File: src/rtl/pipe_mem_stage.sv
// pipe_mem_stage: MEM pipeline stage.
// Drives a req/ack data-memory bus for loads and stores. Raises mem_stall so
// the upstream stages freeze while an access is pending. Registers results
// into the MEM/WB pipeline register.
//
// Handshake: the request is held while dmem_req=1. The transfer completes in
// the cycle where dmem_req=1 and dmem_ack=1. Read data is valid only in that
// cycle. An ack while dmem_req=0 is ignored.
//
// Optional feature: define MEM_TIMEOUT_EN to bound the WAIT state. An access
// with no ack is force-completed on its TIMEOUT_CYCLES-th WAIT cycle. A load
// that times out returns ERR_DATA, a store that times out is dropped, and the
// sticky mem_err flag is set. Without the macro, WAIT persists until an ack
// arrives and mem_err is tied to 0.
module pipe_mem_stage #(
    parameter int          TIMEOUT_CYCLES = 64,
    parameter logic [31:0] ERR_DATA       = 32'hDEADBEEF
) (
    input  logic        clock,
    input  logic        resetn,
    input  logic        mwreg,
    input  logic        mm2reg,
    input  logic        mwmem,
    input  logic [31:0] malu,
    input  logic [31:0] mb,
    input  logic [4:0]  mrn,
    output logic        dmem_req,
    output logic        dmem_we,
    output logic [31:0] dmem_addr,
    output logic [31:0] dmem_wdata,
    input  logic        dmem_ack,
    input  logic [31:0] dmem_rdata,
    output logic        mem_stall,
    output logic        mem_err,
    output logic        wwreg,
    output logic        wm2reg,
    output logic [31:0] wmo,
    output logic [31:0] walu,
    output logic [4:0]  wrn,
    output logic        mem_state   // debug view of the FSM: 0=IDLE, 1=WAIT
);

    typedef enum logic {IDLE = 1'b0, WAIT = 1'b1} state_t;

    state_t state;
    state_t state_next;
    logic   access;
    logic   is_load;
    logic   forced_ack;
    logic   done;

    // When both mm2reg and mwmem are set, the access is a store.
    assign access  = mm2reg | mwmem;
    assign is_load = mm2reg & ~mwmem;

    assign dmem_we    = mwmem;
    assign dmem_addr  = malu;
    assign dmem_wdata = mb;

    // A transfer finishes on a real ack or on a timeout.
    assign done = dmem_ack | forced_ack;

`ifdef MEM_TIMEOUT_EN
    localparam int CW = $clog2(TIMEOUT_CYCLES + 1);

    logic [CW-1:0] wait_cnt;

    // The 'unused' prefix marks this signal as deliberately unread.
    logic unused_cfg;
    assign unused_cfg = 1'b0;

    // The wait counter is held at zero outside WAIT, so it starts from zero
    // on every entry to WAIT. It counts WAIT cycles without an ack.
    always_ff @(posedge clock) begin
        if (!resetn || state == IDLE) begin
            wait_cnt <= '0;
        end else if (!dmem_ack && !forced_ack) begin
            wait_cnt <= wait_cnt + 1'b1;
        end
    end

    // A real ack takes priority. The forced ack fires on the cycle in which
    // the count would reach TIMEOUT_CYCLES.
    assign forced_ack = resetn && (state == WAIT) && !dmem_ack &&
                        (wait_cnt == CW'(TIMEOUT_CYCLES - 1));

    // A timeout sets the sticky error flag. Only reset clears it.
    always_ff @(posedge clock) begin
        if (!resetn) begin
            mem_err <= 1'b0;
        end else if (forced_ack) begin
            mem_err <= 1'b1;
        end
    end
`else
    // The 'unused' prefix marks this signal as deliberately unread. The
    // timeout parameters only matter when the timeout feature is built.
    logic [31:0] unused_cfg;
    assign unused_cfg = ERR_DATA ^ 32'(TIMEOUT_CYCLES);

    assign forced_ack = 1'b0;
    assign mem_err    = 1'b0;
`endif

    // FSM state register.
    always_ff @(posedge clock) begin
        if (!resetn) begin
            state <= IDLE;
        end else begin
            state <= state_next;
        end
    end

    // FSM next state. An access acked in its first cycle never enters WAIT.
    always_comb begin
        state_next = state;
        case (state)
            IDLE: if (access && !done) state_next = WAIT;
            WAIT: if (done)            state_next = IDLE;
            default:                   state_next = IDLE;
        endcase
    end

    // FSM outputs. The request drops immediately when reset is asserted.
    always_comb begin
        dmem_req  = resetn & (((state == IDLE) & access) | (state == WAIT));
        mem_stall = dmem_req & ~done;
        mem_state = (state == WAIT);
    end

    // MEM/WB register. A stall inserts a bubble, and the data fields hold
    // their previous values.
    always_ff @(posedge clock) begin
        if (!resetn) begin
            wwreg  <= 1'b0;
            wm2reg <= 1'b0;
            wmo    <= '0;
            walu   <= '0;
            wrn    <= '0;
        end else if (mem_stall) begin
            wwreg  <= 1'b0;
            wm2reg <= 1'b0;
        end else begin
            wwreg  <= mwreg;
            wm2reg <= mm2reg;
            walu   <= malu;
            wrn    <= mrn;
            if (dmem_req && dmem_ack && is_load) begin
                wmo <= dmem_rdata;
            end else if (forced_ack && is_load) begin
                wmo <= ERR_DATA;
            end
        end
    end

endmodule

File: config.mk
export PLATFORM = sky130hd
export DESIGN_NAME = pipe_mem_stage
export DESIGN_NICKNAME = d
export VERILOG_FILES = /design/src/rtl/pipe_mem_stage.sv
export SDC_FILE = /design/constraint.sdc
export NUM_CORES = 1
export LEC_CHECK = 0
export ABC_AREA = 1
export CORE_MARGIN = 5
export CORE_UTILIZATION = 33
export CTS_BUF_LIST = sky130_fd_sc_hd__clkbuf_16
export DETAILED_ROUTE_END_ITERATION = 8
export HOLD_SLACK_MARGIN = 0.15
export PLACE_DENSITY_LB_ADDON = 0.2
export SLEW_MARGIN = 0
export SYNTH_ARGS = -nofsm -noshare
export SYNTH_HDL_FRONTEND = slang
export SYNTH_SLANG_ARGS = --single-unit
File: constraint.sdc
create_clock -name clock -period 1.33 [get_ports clock]
set_input_delay 0.1995 -clock clock [delete_from_list [all_inputs] [get_ports clock]]
set_output_delay 0.1995 -clock clock [all_outputs]
set_load 0.005 [all_outputs]
Yosys cells after proc, flatten, opt, wreduce, memory -nomap -nowiden
Index checks and enable logic that the tools add are counted.

Mux-type cells: 3. Bitwise gates (word level): 11. Reductions and logical operators: 6.

Operator list (count): 1-bit inverter (5); 1-bit bitwise AND (4); 1-bit logical AND (3); 1-bit 2-to-1 mux (2); 1-bit OR (2); 1-bit one-hot mux with 2 select lines (1); 2-bit AND reduction (1); 2-bit OR reduction (1); 1-bit logical NOT (1).

Bits in registers: 72. Input port bits: 107. Output and inout port bits: 140. Logic and storage cells: 26.

Longest topological paths before layout
Gate-level depths: netlist of run 1.

Word-level depth: 7. Depth in mapped cells: 7. Depth with buffers taken out: 5.

Worst setup path after synthesis of run 1
Ideal clock, no wire load.

Path type: register to output. Start point: reg state (netlist: mem_state). End point: out mem_stall. Arrival: 0.868 ns. Required time: 1.131 ns. Setup slack: 0.262 ns. Cell stages (with the launch flop): 6. Buffers on the path: 1. Cells stage by stage: dfxtp_1 -> nor2_1 -> a21oi_2 -> buf_2 -> nand2_1 -> inv_1.

Cells in the longest elaborated chain, start to end: 5.

Ends and longest elaborated chain: start: declaration (line 45) `state_t state;`; start signal: assignment (line 110) `state <= state_next;`; 1-bit inverter (line 126) `dmem_req = resetn & (((state == IDLE) & access) | (state == WAIT));`; 1-bit bitwise AND (line 126); 1-bit OR * (line 126); 1-bit bitwise AND * (line 126); named net dmem_req (line 27) `output logic dmem_req,`; 1-bit bitwise AND * (line 127) `mem_stall = dmem_req & ~done;`; end: declaration (line 33) `output logic mem_stall,`.

Mark *: on every way through the listed nets, which the timed path passes. The rest lies on a longest branch.

Worst setup path in the final report of run 1
Start point: in mwmem. End point: out dmem_we.

RTL lines: start: declaration (line 23) `input logic mwmem,`; end: declaration (line 28) `output logic dmem_we,`.

No word-level cell between the ends.

==> results of run 1 <==
layer usage:
layer / vias up / share of wire (%) / GRT usage (%)
li1: 1477 / - / -
met1: 1296 / 42 / 17.81
met2: 153 / 44 / 23.20
met3: 12 / 13 / 7.827
met4: 2 / 1.4 / 5.479
met5: - / 0.079 / 0
repair_timing:
action                                  4_1_cts  5_1_grt
pin swaps                                     2        3
endpoints found under the setup margin      107        2
resized for setup                           120        4
hold buffers                                  0        0
setup buffers                                 1        1
cells in the final DEF (no fill, tap or decap):
cell / netlist / routed
buf_6: 1 / 3
clkinv_2: 0 / 1
nand3_1: 106 / 106
nor2_4: 0 / 1
clkinv_1: 0 / 2
clkbuf_16: 0 / 9
o21ai_1: 32 / 32
dfxtp_2: 0 / 1
dlygate4sd2_1: 0 / 106
nand2_2: 0 / 1
inv_2: 2 / 3
dfxtp_1: 72 / 71
o21bai_2: 0 / 1
conb_1: 1 / 1
buf_4: 71 / 41
nor2_1: 3 / 2
nand2_1: 40 / 39
buf_2: 11 / 1
nand4_2: 1 / 1
clkdlybuf4s50_1: 0 / 72
buf_12: 0 / 2
inv_1: 37 / 37
a21oi_4: 0 / 1
registers in the layout, indices dropped and copies added (netlist names):
| signal | cells |
|---|---|
| walu | 32 |
| mem_state | 1 |
| wrn | 5 |
| wmo | 32 |
| wwreg | 1 |
| wm2reg | 1 |
metrics by stage:
| step | instance area, um^2 | utilization [%] | setup slack, ns | std cells |
|---|---|---|---|---|
| final | 4911 | 53.40 | 0.04947 | 645 |
| after global routing | 4911 | 53.40 | -0.02748 | 645 |
| after global placement | 4777 | 51.95 | -0.4792 | 632 |
| after CTS | 4911 | 53.40 | -0.08623 | 645 |
| after detailed placement | 4777 | 51.95 | -0.4555 | 632 |
| after floorplan | 3105 | - | 0.2622 | 388 |
cell families after synthesis:
group           after synthesis  share of synthesized area [%]
simple gates                150                          22.68
compound gates               34                          5.681
flops                        72                          46.41
buf+inv                     131                          25.10
other cells                   1                         0.1208
worst max-delay path by stage:
stage	startpoint	slack, ns	endpoint
finish	mwmem	0.05	dmem_we
global route	mem_state$_SDFF_PN0_	-0.03	mem_stall
CTS	mem_state$_SDFF_PN0_	-0.09	mem_stall
detailed placement	mm2reg	-0.46	mem_stall
global placement	mm2reg	-0.48	dmem_req
floorplan	mem_state$_SDFF_PN0_	0.26	mem_stall
final cells by class:
cell class | count | area (um^2)
multi-input cells | 185 | 905.9
clock inverters | 4 | 16.27
flip-flops and latches | 72 | 1443
fillers | 919 | 4285
inverters | 39 | 146.4
well taps | 111 | 138.9
clock buffers | 9 | 225.2
repair buffers | 225 | 2036
power groups by stage:
stage / clock network, mW / registers (mW) / logic (mW)
2_1_floorplan: 0 / 2.39 / 0.389
3_3_place_gp: 0 / 2.37 / 0.967
3_5_place_dp: 0 / 2.38 / 0.970
4_1_cts: 2.09 / 2.33 / 0.864
5_1_grt: 2.16 / 2.34 / 0.934
6_report: 1.99 / 2.33 / 0.849
worst register-to-register path, cell delays in order, from the launching register on:
cell and delay [ns]:
dfxtp_2 0.35, nor2_4 0.05, a21oi_4 0.14, buf_6 0.13
buf_4 0.22, nand3_1 0.11, nand2_1 0.08
==> key figures, run 1 <==
Timing
  – Final slew viol count: 0
  – Hold WS: 0.3378 ns
  – Final setup fails: 0
  – RSZ-0062 raised after global routing: true
  – Final Skew: about 0.0022 ns
  – Final hold vios: 0
  – Worst rel slew slack: 66.28%
  – Setup TNS: 0 ns
  – Fin crit share: between 90% and 100%
  – FMAX: approximately 800 MHz
  – Period minus WS final: approximately 1.3 ns
  – Worst-margin pin slew: roughly 0.51 ns

Synthesis
  – Avg Cell Area, Syn: approximately 8 um^2
  – Post-synthesis sequential area ratio: roughly 46%
  – Post-synth ARST share: 0%
  – Seq cells post-synth: just over 70
  – Cell variety after synth: 16
  – Most frequent cell after synthesis: nand3_1
  – Synthesized area: roughly 0.0031 mm^2
  – Main synth FF type: dfxtp_1
  – Synth warn: 0
  – Post-synth EDFFs: 0
  – Synth Instances: between 300 and 400
  – Synth area leaders: dfxtp_1 (46%), buf_4 (17%), nand3_1 (17%)
  – Post-synthesis net count: between 400 and 500
  – Top post-synthesis cells by count: nand3_1 (106), dfxtp_1 (72), buf_4 (71)
  – Yosys top cell by area: dfxtp_1
  – Yosys top cell area share: 46.41%

Setup path
  – Critical-path top delay cell: clkdlybuf4s50_1
  – R2R depth: 6
  – Worst EP required: between 1 and 1.5 ns
  – CP Cell Sequence: dlygate4sd2_1, buf_4, clkdlybuf4s50_1
  – Crit path depth: 3
  – WS Path Type: in -> out
  – Reg2reg end: wrn[3]$_SDFFE_PN0N_
  – Flop2flop setup slack: between 0.2 and 0.25 ns
  – Arrival time at the worst endpoint: 1.08 ns
  – Cell family with the largest share of critical-path delay: buffers and inverters
  – CP max stage delay: 0.49 ns
  – Crit-path max FO: 2
  – Worst reg2reg path startpoint: mem_state$_SDFF_PN0_
  – CP endpoint kind: output pin
  – Startpoint type of the worst setup path: primary input
  – Crit path buf inv count: 3

Final layout
  – Number of nets in the layout: between 600 and 700
  – # diodes: 0
  – Fraction of layout cells with a size suffix above 1: 12.36%
  – P&R area growth vs syn: 58.14%

CTS
  – Clock Path Buffers: 2
  – Clock-pin slew on the worst setup and hold paths: around 0.05 ns
  – Clock Latency Late Sink: around 0.32 ns
  – CTS H-tree depth: 3
  – Root Buffer: clkbuf_16
  – CTS tree: yes
  – Number of CTS-inserted buffers: 9
  – Sink Count: a little over 70

Floorplanning
  – Row count: 35
  – Core area: just over 0.009 mm^2
  – Die Ht: 107.0 um
  – I/O pins: 247
  – Initial Util: between 30% and 40%
  – DIE WIDTH: 107.0 um
  – Die area: around 0.011 mm^2

Power
  – Clock power share: approximately two fifths
  – Pwr/cell area: roughly 1100 mW/mm^2
  – Sw Ratio: between 20% and 30%
  – LEAKAGE: roughly 2.6 nW
  – Peak VDD IR: between 400 and 500 uV
  – Comb pwr share: about 16%
  – Int Power: roughly 4.0 mW
  – Power Total: 5.173 mW
  – Sw Pwr: 1.185 mW
  – Sequential share of power: between 40% and 50%

Placed design
  – RD Place Congestion: ~0.76
  – DP Wirelength: ~6500 um
  – Port buffer count: ~180

Worst hold path
  – Hold_sp: resetn
  – Worst hold path class: in -> reg
  – Worst Hold Path EP: mem_state$_SDFF_PN0_
  – Hold depth: 6

Detailed routing
  – TritonRoute pass-1 iters: 4
  – Vias per cell: approximately 4.6
  – DR iter-0 viols: 88
  – DR vias: a little under 3000
  – Antenna Nets Post-Route: 0
  – Routed wire length: 8871 um
  – DRC viols: 0
  – Wire per inst: between 10 and 15 um

Global route
  – Vias in the first global route: ~2800
  – Global Route Usage Sum: 15.04%
  – Remaining Overflow, GRT: 0
  – First-pass GRT wire length: around 14000 um
  – Initial antenna violation count: 1
  – Largest net degree at the start of global routing: 65

Outcome
  – Status: completed

Flow run
  – Max Cap Viol: 0
Note: power is estimated with default switching activity, not from simulation.
==> inputs of run 2 (changes only) <==
--- a/config.mk
+++ b/config.mk
@@ -10,6 +10,7 @@
 export CORE_UTILIZATION = 33
 export CTS_BUF_LIST = sky130_fd_sc_hd__clkbuf_16
 export DETAILED_ROUTE_END_ITERATION = 8
+export GPL_TIMING_DRIVEN = 0
 export HOLD_SLACK_MARGIN = 0.15
 export PLACE_DENSITY_LB_ADDON = 0.2
 export SLEW_MARGIN = 0
==> run 2 against run 1 <==
The run now ends with negative setup slack left. Clock skew grew 0.0013 ns. Combinational power grew 25%. Wire length grew 11%. Core utilization grew 7.8 points. Non-clock buffer count grew 84. Critical path depth grew 2. Worst hold slack lost 0.076 ns. Flip-flop and latch count is the same. Worst setup slack lost 0.10 ns. Maximum frequency shrank 7.3%. Final cell count grew 13%. Clock power grew 23%. Critical path type is now reg -> out. Largest cell class unchanged.
==> key figures, run 2 (synthesis results as in run 1) <==
Outcome
  – Status: finished, violations left (was completed)
  – Failing checks: negative setup slack

CTS
  – Clock Latency Late Sink: 0.32 ns (about the same)
  – CTS H-tree depth: 3 (unchanged)
  – Clock Path Buffers: 2 (unchanged)
  – Number of CTS-inserted buffers: 9 (unchanged)
  – CTS tree: yes (unchanged)
  – Sink Count: 72 (unchanged)
  – Clock-pin slew on the worst setup and hold paths: 0.05 ns (about the same)
  – Post-CTS Hold Buffers: 0 (unchanged)
  – Root Buffer: clkbuf_16 (unchanged)

Placed design
  – Placed cell count: 711 (was 632)
  – Placed Instance Area: 0.005366 mm^2 (was 0.004777 mm^2)
  – Port buffer count: 212 (was 181)
  – Post-Place Setup Slack: -0.7743 ns (was -0.4555 ns)
  – RD Place Congestion: 0.7984 (was 0.7562)
  – DP Wirelength: 8054 um (was 6523 um)

Floorplanning
  – I/O pins: 247 (unchanged)
  – Die area: 0.01145 mm^2 (unchanged)
  – Row count: 35 (unchanged)
  – Die Ht: 107.0 um (unchanged)
  – DIE WIDTH: 107.0 um (unchanged)
  – Initial Util: 33.77% (unchanged)
  – Core area: 0.009196 mm^2 (unchanged)

Setup path
  – Flop2flop setup slack: 0.13 ns (was 0.21 ns)
  – Crit-path max FO: 2 (unchanged)
  – Startpoint type of the worst setup path: flop (was primary input)
  – Crit path launch: mem_state$_SDFF_PN0_ (was mwmem)
  – Worst EP required: 1.13 ns (about the same)
  – Worst reg2reg path startpoint: mem_state$_SDFF_PN0_ (unchanged)
  – Crit path buf inv count: 3 (unchanged)
  – WS Path Type: reg -> out (was in -> out)
  – CP endpoint kind: output pin (unchanged)
  – CP Cell Sequence: nor2_4, a21oi_4, buf_6, buf_12, buf_6 (was dlygate4sd2_1, buf_4, clkdlybuf4s50_1)
  – Cell family with the largest share of critical-path delay: buffers and inverters (unchanged)
  – Most common cell on crit path: buf_6
  – Arrival time at the worst endpoint: 1.18 ns (was 1.08 ns)
  – CP max stage delay: 0.33 ns (was 0.49 ns)
  – Critical-path top delay cell: dfxtp_2 (was clkdlybuf4s50_1)

Flow run
  – Max Cap Viol: 0 (unchanged)

Global route
  – Global Route Usage Sum: 16.49% (was 15.04%)
  – First-pass GRT wire length: 15380 um (was 13970 um)
  – Initial antenna violation count: 0 (was 1)
  – Remaining Overflow, GRT: 0 (unchanged)
  – Vias in the first global route: 3120 (was 2817)
  – Largest net degree at the start of global routing: 12 (was 65)

Timing
  – Final setup fails: 2 (was 0)
  – Final Skew: 0.003575 ns (was 0.002248 ns)
  – Worst setup margin: -0.05184 ns (was 0.04947 ns)
  – Final hold vios: 0 (unchanged)
  – Fin crit share: 103.9% (was 96.28%)
  – Final slew viol count: 0 (unchanged)
  – Period minus WS final: 1.382 ns (was 1.281 ns)
  – RSZ-0062 raised after global routing: true (unchanged)
  – FMAX: 723.7 MHz (was 780.9 MHz)

Detailed routing
  – Routed wire length: 9862 um (was 8871 um)
  – DR vias: 3249 (was 2940)
  – Wire length on met1: 3840 um (was 3687 um)
  – Routed wl met3: 1120 um (was 1167 um)
  – DRC viols: 0 (unchanged)
  – Wire per inst: 13.49 um (was 13.75 um)
  – Antenna Nets Post-Route: 0 (unchanged)
  – TritonRoute pass-1 iters: 5 (was 4)
  – Vias per cell: 4.445 (was 4.558)
  – Highest metal used: met4 (was met5)
  – Met2 wire len: 4808 um (was 3885 um)
  – DR iter-0 viols: 103 (was 88)

Final layout
  – Largest regs: walu (32), wmo (32), wrn (5) (unchanged)
  – Final instance area: 0.005627 mm^2 (was 0.004911 mm^2)
  – Fraction of layout cells with a size suffix above 1: 18.06% (was 12.36%)
  – Number of nets in the layout: 723 (was 639)
  – Fill count: 852 (was 919)
  – Most frequent cells in the layout: nand3_1 (106), dlygate4sd2_1 (106), clkdlybuf4s50_1 (103), buf_4 (75), dfxtp_1 (71) (was nand3_1 (106), dlygate4sd2_1 (106), clkdlybuf4s50_1 (72), dfxtp_1 (71), buf_4 (41))
  – # diodes: 0 (unchanged)
  – P&R area growth vs syn: 81.18% (was 58.14%)
  – Final std cells w/o fill: 731 (was 645)

Power
  – Peak VDD IR: 601.5 uV (was 498.6 uV)
  – LEAKAGE: 2.930 nW (was 2.566 nW)
  – Pwr/cell area: 1036 mW/mm^2 (was 1053 mW/mm^2)

Worst hold path
  – Hold_sp: malu[24] (was resetn)
  – Worst hold path class: in -> reg (unchanged)
## run 2: cell count changes in the layout (fill, tap and decap cells not counted), moves of 3 or more
cell / previous run / this run
buf_4: 41 / 75
buf_1: 0 / 7
buf_2: 1 / 8
buf_6: 3 / 6
clkdlybuf4s50_1: 72 / 103
## run 2: power by group
group	total (mW)	internal [mW]	switching, mW
logic	1.06	0.667	0.392
registers	2.33	2.28	0.0528
clock network	2.44	1.61	0.832
total	5.83	4.55	1.28
## run 2: worst paths after layout
kind                            to  depth (start not counted)
max                       dmem_req                          5
min          walu[24]$_SDFFE_PN0N_                          3
min reg2reg  walu[20]$_SDFFE_PN0N_                          2
max reg2reg  walu[21]$_SDFFE_PN0N_                          7
## run 2: cell type report
| class | instances | area (um^2) | share of cell area (%) |
|---|---|---|---|
| multi-input combinational | 185 | 907.1 | 16.12 |
| tap | 111 | 138.9 | 2.468 |
| clock buffer | 9 | 225.2 | 4.003 |
| inverter | 39 | 146.4 | 2.602 |
| clock inverter | 6 | 77.57 | 1.379 |
| timing repair buffer | 217 | 2037 | 36.20 |
| sequential | 72 | 1443 | 25.64 |
| buffer | 92 | 651.9 | 11.59 |
## run 2: repair_timing
action	CTS	global route
buffers inserted	3	2
pin swaps	1	2
endpoints found under the setup margin	107	12
hold endpoints to repair	0	0
resized for setup	127	5
## run 2: through the flow
step	TNS, ns	utilization [%]	hold WS, ns	total power, mW
floorplan	0	-	0.3117	2.777
global placement	-19.00	58.35	0.4554	3.515
detailed placement	-20.70	58.35	0.4586	3.535
CTS	-0.09439	60.94	0.2487	5.896
global route	-0.1956	61.18	0.2619	6.120
finish	-0.08969	61.18	0.2614	5.829
## run 2: metal layers
metal  track usage, %  vias up
met5                0        -
li1                 -     1643
met1            18.93     1451
met3            7.225        8
met2            27.83      147
met4            4.658        0
## run 2: worst register-to-register path, stage by stage, from the launching register on
cell     delay [ns]
dfxtp_2        0.35
nor2_4         0.05
a21oi_4        0.15
buf_4          0.13
buf_4          0.16
buf_6          0.15
nand3_1        0.08
nand2_1        0.08
==> inputs of run 3 (changes only) <==
--- a/config.mk
+++ b/config.mk
@@ -7,9 +7,10 @@
 export LEC_CHECK = 0
 export ABC_AREA = 1
 export CORE_MARGIN = 5
-export CORE_UTILIZATION = 33
+export CORE_UTILIZATION = 34
 export CTS_BUF_LIST = sky130_fd_sc_hd__clkbuf_16
 export DETAILED_ROUTE_END_ITERATION = 8
+export DONT_BUFFER_PORTS = 1
 export GPL_TIMING_DRIVEN = 0
 export HOLD_SLACK_MARGIN = 0.15
 export PLACE_DENSITY_LB_ADDON = 0.2
==> run 3 against run 2 <==
The flow still finishes with violations (negative setup slack). Worst hold slack got worse by 0.0068 ns. First-iteration DRC count decreased by 34%. Global-route usage about the same. Critical endpoint is now mem_stall. Combinational power decreased by 38%. Critical path type unchanged. Die area decreased by 2.7%. Wire length decreased by 1.3%. Clock power increased by 3%.
==> key figures, run 3 (synthesis results as in run 1) <==
Timing
  – Period minus WS final: 1.363 ns (was 1.382 ns)
  – Final hold vios: 0 (unchanged)
  – Final setup fails: 1 (was 2)
  – Final slew viol count: 0 (unchanged)
  – FMAX: 733.5 MHz (was 723.7 MHz)
  – Worst setup margin: -0.03334 ns (was -0.05184 ns)
  – Final Skew: 0.003283 ns (was 0.003575 ns)
  – RSZ-0062 raised after global routing: true (unchanged)
  – Fin crit share: 102.5% (was 103.9%)

Setup path
  – R2R depth: 7 (unchanged)
  – Worst EP required: 1.13 ns (about the same)
  – Flop2flop setup slack: 0.11 ns (was 0.13 ns)
  – Crit path launch: mem_state$_SDFF_PN0_ (unchanged)
  – Crit-path max FO: 5 (was 2)
  – WS Path Type: reg -> out (unchanged)
  – Arrival time at the worst endpoint: 1.16 ns (was 1.18 ns)
  – Reg2reg end: walu[21]$_SDFFE_PN0N_ (unchanged)
  – CP max stage delay: 0.38 ns (was 0.33 ns)
  – CP endpoint kind: output pin (unchanged)
  – Worst reg2reg path startpoint: mem_state$_SDFF_PN0_ (unchanged)
  – CP Cell Sequence: nor2_4, a21oi_2, buf_6, nand2_4, inv_2 (was nor2_4, a21oi_4, buf_6, buf_12, buf_6)
  – Startpoint type of the worst setup path: flop (unchanged)
  – Critical-path top delay cell: dfxtp_4 (was dfxtp_2)

CTS
  – Sink Count: 72 (unchanged)
  – Root Buffer: clkbuf_16 (unchanged)
  – CTS tree: yes (unchanged)
  – CTS H-tree depth: 3 (unchanged)
  – Number of CTS-inserted buffers: 9 (unchanged)
  – Clock Latency Late Sink: 0.32 ns (about the same)
  – Clock Path Buffers: 2 (unchanged)
  – Clock-pin slew on the worst setup and hold paths: 0.05 ns (about the same)

Final layout
  – Number of nets in the layout: 579 (was 723)
  – Largest regs: walu (32), wmo (32), wrn (5) (unchanged)
  – Most frequent cells in the layout: nand3_1 (106), buf_4 (71), dlygate4sd3_1 (71), dfxtp_1 (71), nand2_1 (39) (was nand3_1 (106), dlygate4sd2_1 (106), clkdlybuf4s50_1 (103), buf_4 (75), dfxtp_1 (71))
  – Core Util, Final: 48.88% (was 61.18%)
  – Fraction of layout cells with a size suffix above 1: 22.22% (was 18.06%)
  – Leading cell type in the layout, fill and taps excluded: nand3_1
  – P&R area growth vs syn: 38.60% (was 81.18%)
  – # diodes: 0 (unchanged)

Power
  – Power Total: 5.552 mW (was 5.829 mW)
  – Sw Pwr: 1.286 mW (was 1.276 mW)
  – Sequential share of power: 42.8% (was 40.0%)
  – Peak VDD IR: 498.0 uV (was 601.5 uV)
  – Sw Ratio: 23.17% (was 21.90%)
  – Pwr/cell area: 1290 mW/mm^2 (was 1036 mW/mm^2)
  – Clock power share: 45.4% (was 41.9%)
  – Int Power: 4.266 mW (was 4.552 mW)
  – Comb pwr share: 11.8% (was 18.2%)
  – LEAKAGE: 2.051 nW (was 2.930 nW)

Placed design
  – DP Wirelength: 6917 um (was 8054 um)
  – Port buffer count: 0 (was 212)
  – Post-Place Setup Slack: -0.01350 ns (was -0.7743 ns)
  – RD Place Congestion: 0.7138 (was 0.7984)

Global route
  – Global Route Usage Sum: 16.53% (was 16.49%)
  – Remaining Overflow, GRT: 0 (unchanged)
  – Largest net degree at the start of global routing: 13 (was 12)
  – Initial antenna violation count: 0 (unchanged)
  – First-pass GRT wire length: 14780 um (was 15380 um)
  – Vias in the first global route: 2818 (was 3120)

Detailed routing
  – Routed wire length: 9732 um (was 9862 um)
  – DR iter-0 viols: 68 (was 103)
  – DR vias: 2822 (was 3249)
  – TritonRoute pass-1 iters: 4 (was 5)
  – Wire per inst: 16.64 um (was 13.49 um)
  – DRC viols: 0 (unchanged)
  – Vias per cell: 4.824 (was 4.445)
  – Antenna Nets Post-Route: 0 (unchanged)

Outcome
  – Status: finished, violations left (unchanged)
  – Failing checks: negative setup slack (unchanged)

Floorplanning
  – Die Ht: 105.6 um (was 107.0 um)
  – Row count: 34 (was 35)
  – Initial Util: 35.27% (was 33.77%)
  – Core area: 0.008806 mm^2 (was 0.009196 mm^2)
  – DIE WIDTH: 105.6 um (was 107.0 um)
  – I/O pins: 247 (unchanged)
  – Die area: 0.01115 mm^2 (was 0.01145 mm^2)

Worst hold path
  – Hold_sp: mm2reg (was malu[24])
  – Worst hold path class: in -> reg (unchanged)
  – Hold depth: 5 (was 3)
  – Worst Hold Path EP: mem_state$_SDFF_PN0_ (was walu[24]$_SDFFE_PN0N_)

Flow run
  – Max Cap Viol: 0 (unchanged)
[run 3: cell count changes in the layout (fill, tap and decap cells not counted), sizes merged]
cell           before  now
dlygate4sd3         0   71
clkbuf             12   11
buf                97   92
clkinvlp            0    2
dlygate4sd2       106    0
inv                41   39
clkdlybuf4s50     103    0
clkinv              2    3
[run 3: routing by layer]
layer / vias up / global-route usage, % / wire length (um)
met3: 9 / 7.396 / 1145
met5: - / 0 / 0
met4: 0 / 4.533 / 100
li1: 1363 / - / -
met1: 1299 / 17.84 / 3533
met2: 151 / 29.33 / 4951
[run 3: timing repair]
action / 4_1_cts / 5_1_grt
buffers inserted: 1 / 0
endpoints found under the setup margin: 2 / 11
pin swaps: 2 / 1
hold buffers: 71 / 0
hold endpoints to repair: 71 / 0
cloned: 1 / 0
resized for setup: 9 / 1
[run 3: worst max path at each step]
stage	to	slack [ns]	depth (start not counted)
after floorplan	mem_stall	0.26	5
after global routing	mem_stall	-0.1	5
after detailed placement	mem_stall	-0.01	5
after CTS	mem_stall	-0.07	5
final	mem_stall	-0.03	5
after global placement	mem_stall	0.008	5
[run 3: cell type report]
cell class	count	area [um^2]
Fill cell	837	4502
Clock inverter	7	86.33
Tap cell	108	135.1
Buffer	92	643.1
Clock buffer	9	225.2
Inverter	39	146.4
Multi-Input combinational cell	185	899.6
Sequential cell	72	1445
Timing Repair Buffer	73	723.2
[run 3: worst max-delay path: cells and delay by family, from the launching register on]
kind	cells	cell delay, ns
simple gates	2	0.09
compound gates	1	0.15
flops	1	0.38
buf+inv	2	0.22
[run 3: power by group through the flow]
stage	Clock (mW)	Combinational (mW)	Sequential (mW)
floorplan	0	0.389	2.39
global placement	0	0.467	2.42
detailed placement	0	0.472	2.43
CTS	2.59	0.657	2.38
global route	2.68	0.720	2.39
finish	2.52	0.655	2.38
[run 3: per-stage QoR]
| step | cells | area [um^2] | hold WS [ns] | TNS (ns) |
|---|---|---|---|---|
| 2_1_floorplan | 388 | 3105 | 0.3117 | 0 |
| 3_3_place_gp | 496 | 3241 | 0.3269 | 0 |
| 3_5_place_dp | 496 | 3241 | 0.3235 | -0.01350 |
| 4_1_cts | 585 | 4300 | 0.2244 | -0.07083 |
| 5_1_grt | 585 | 4304 | 0.2691 | -0.09916 |
| 6_report | 585 | 4304 | 0.2546 | -0.03334 |
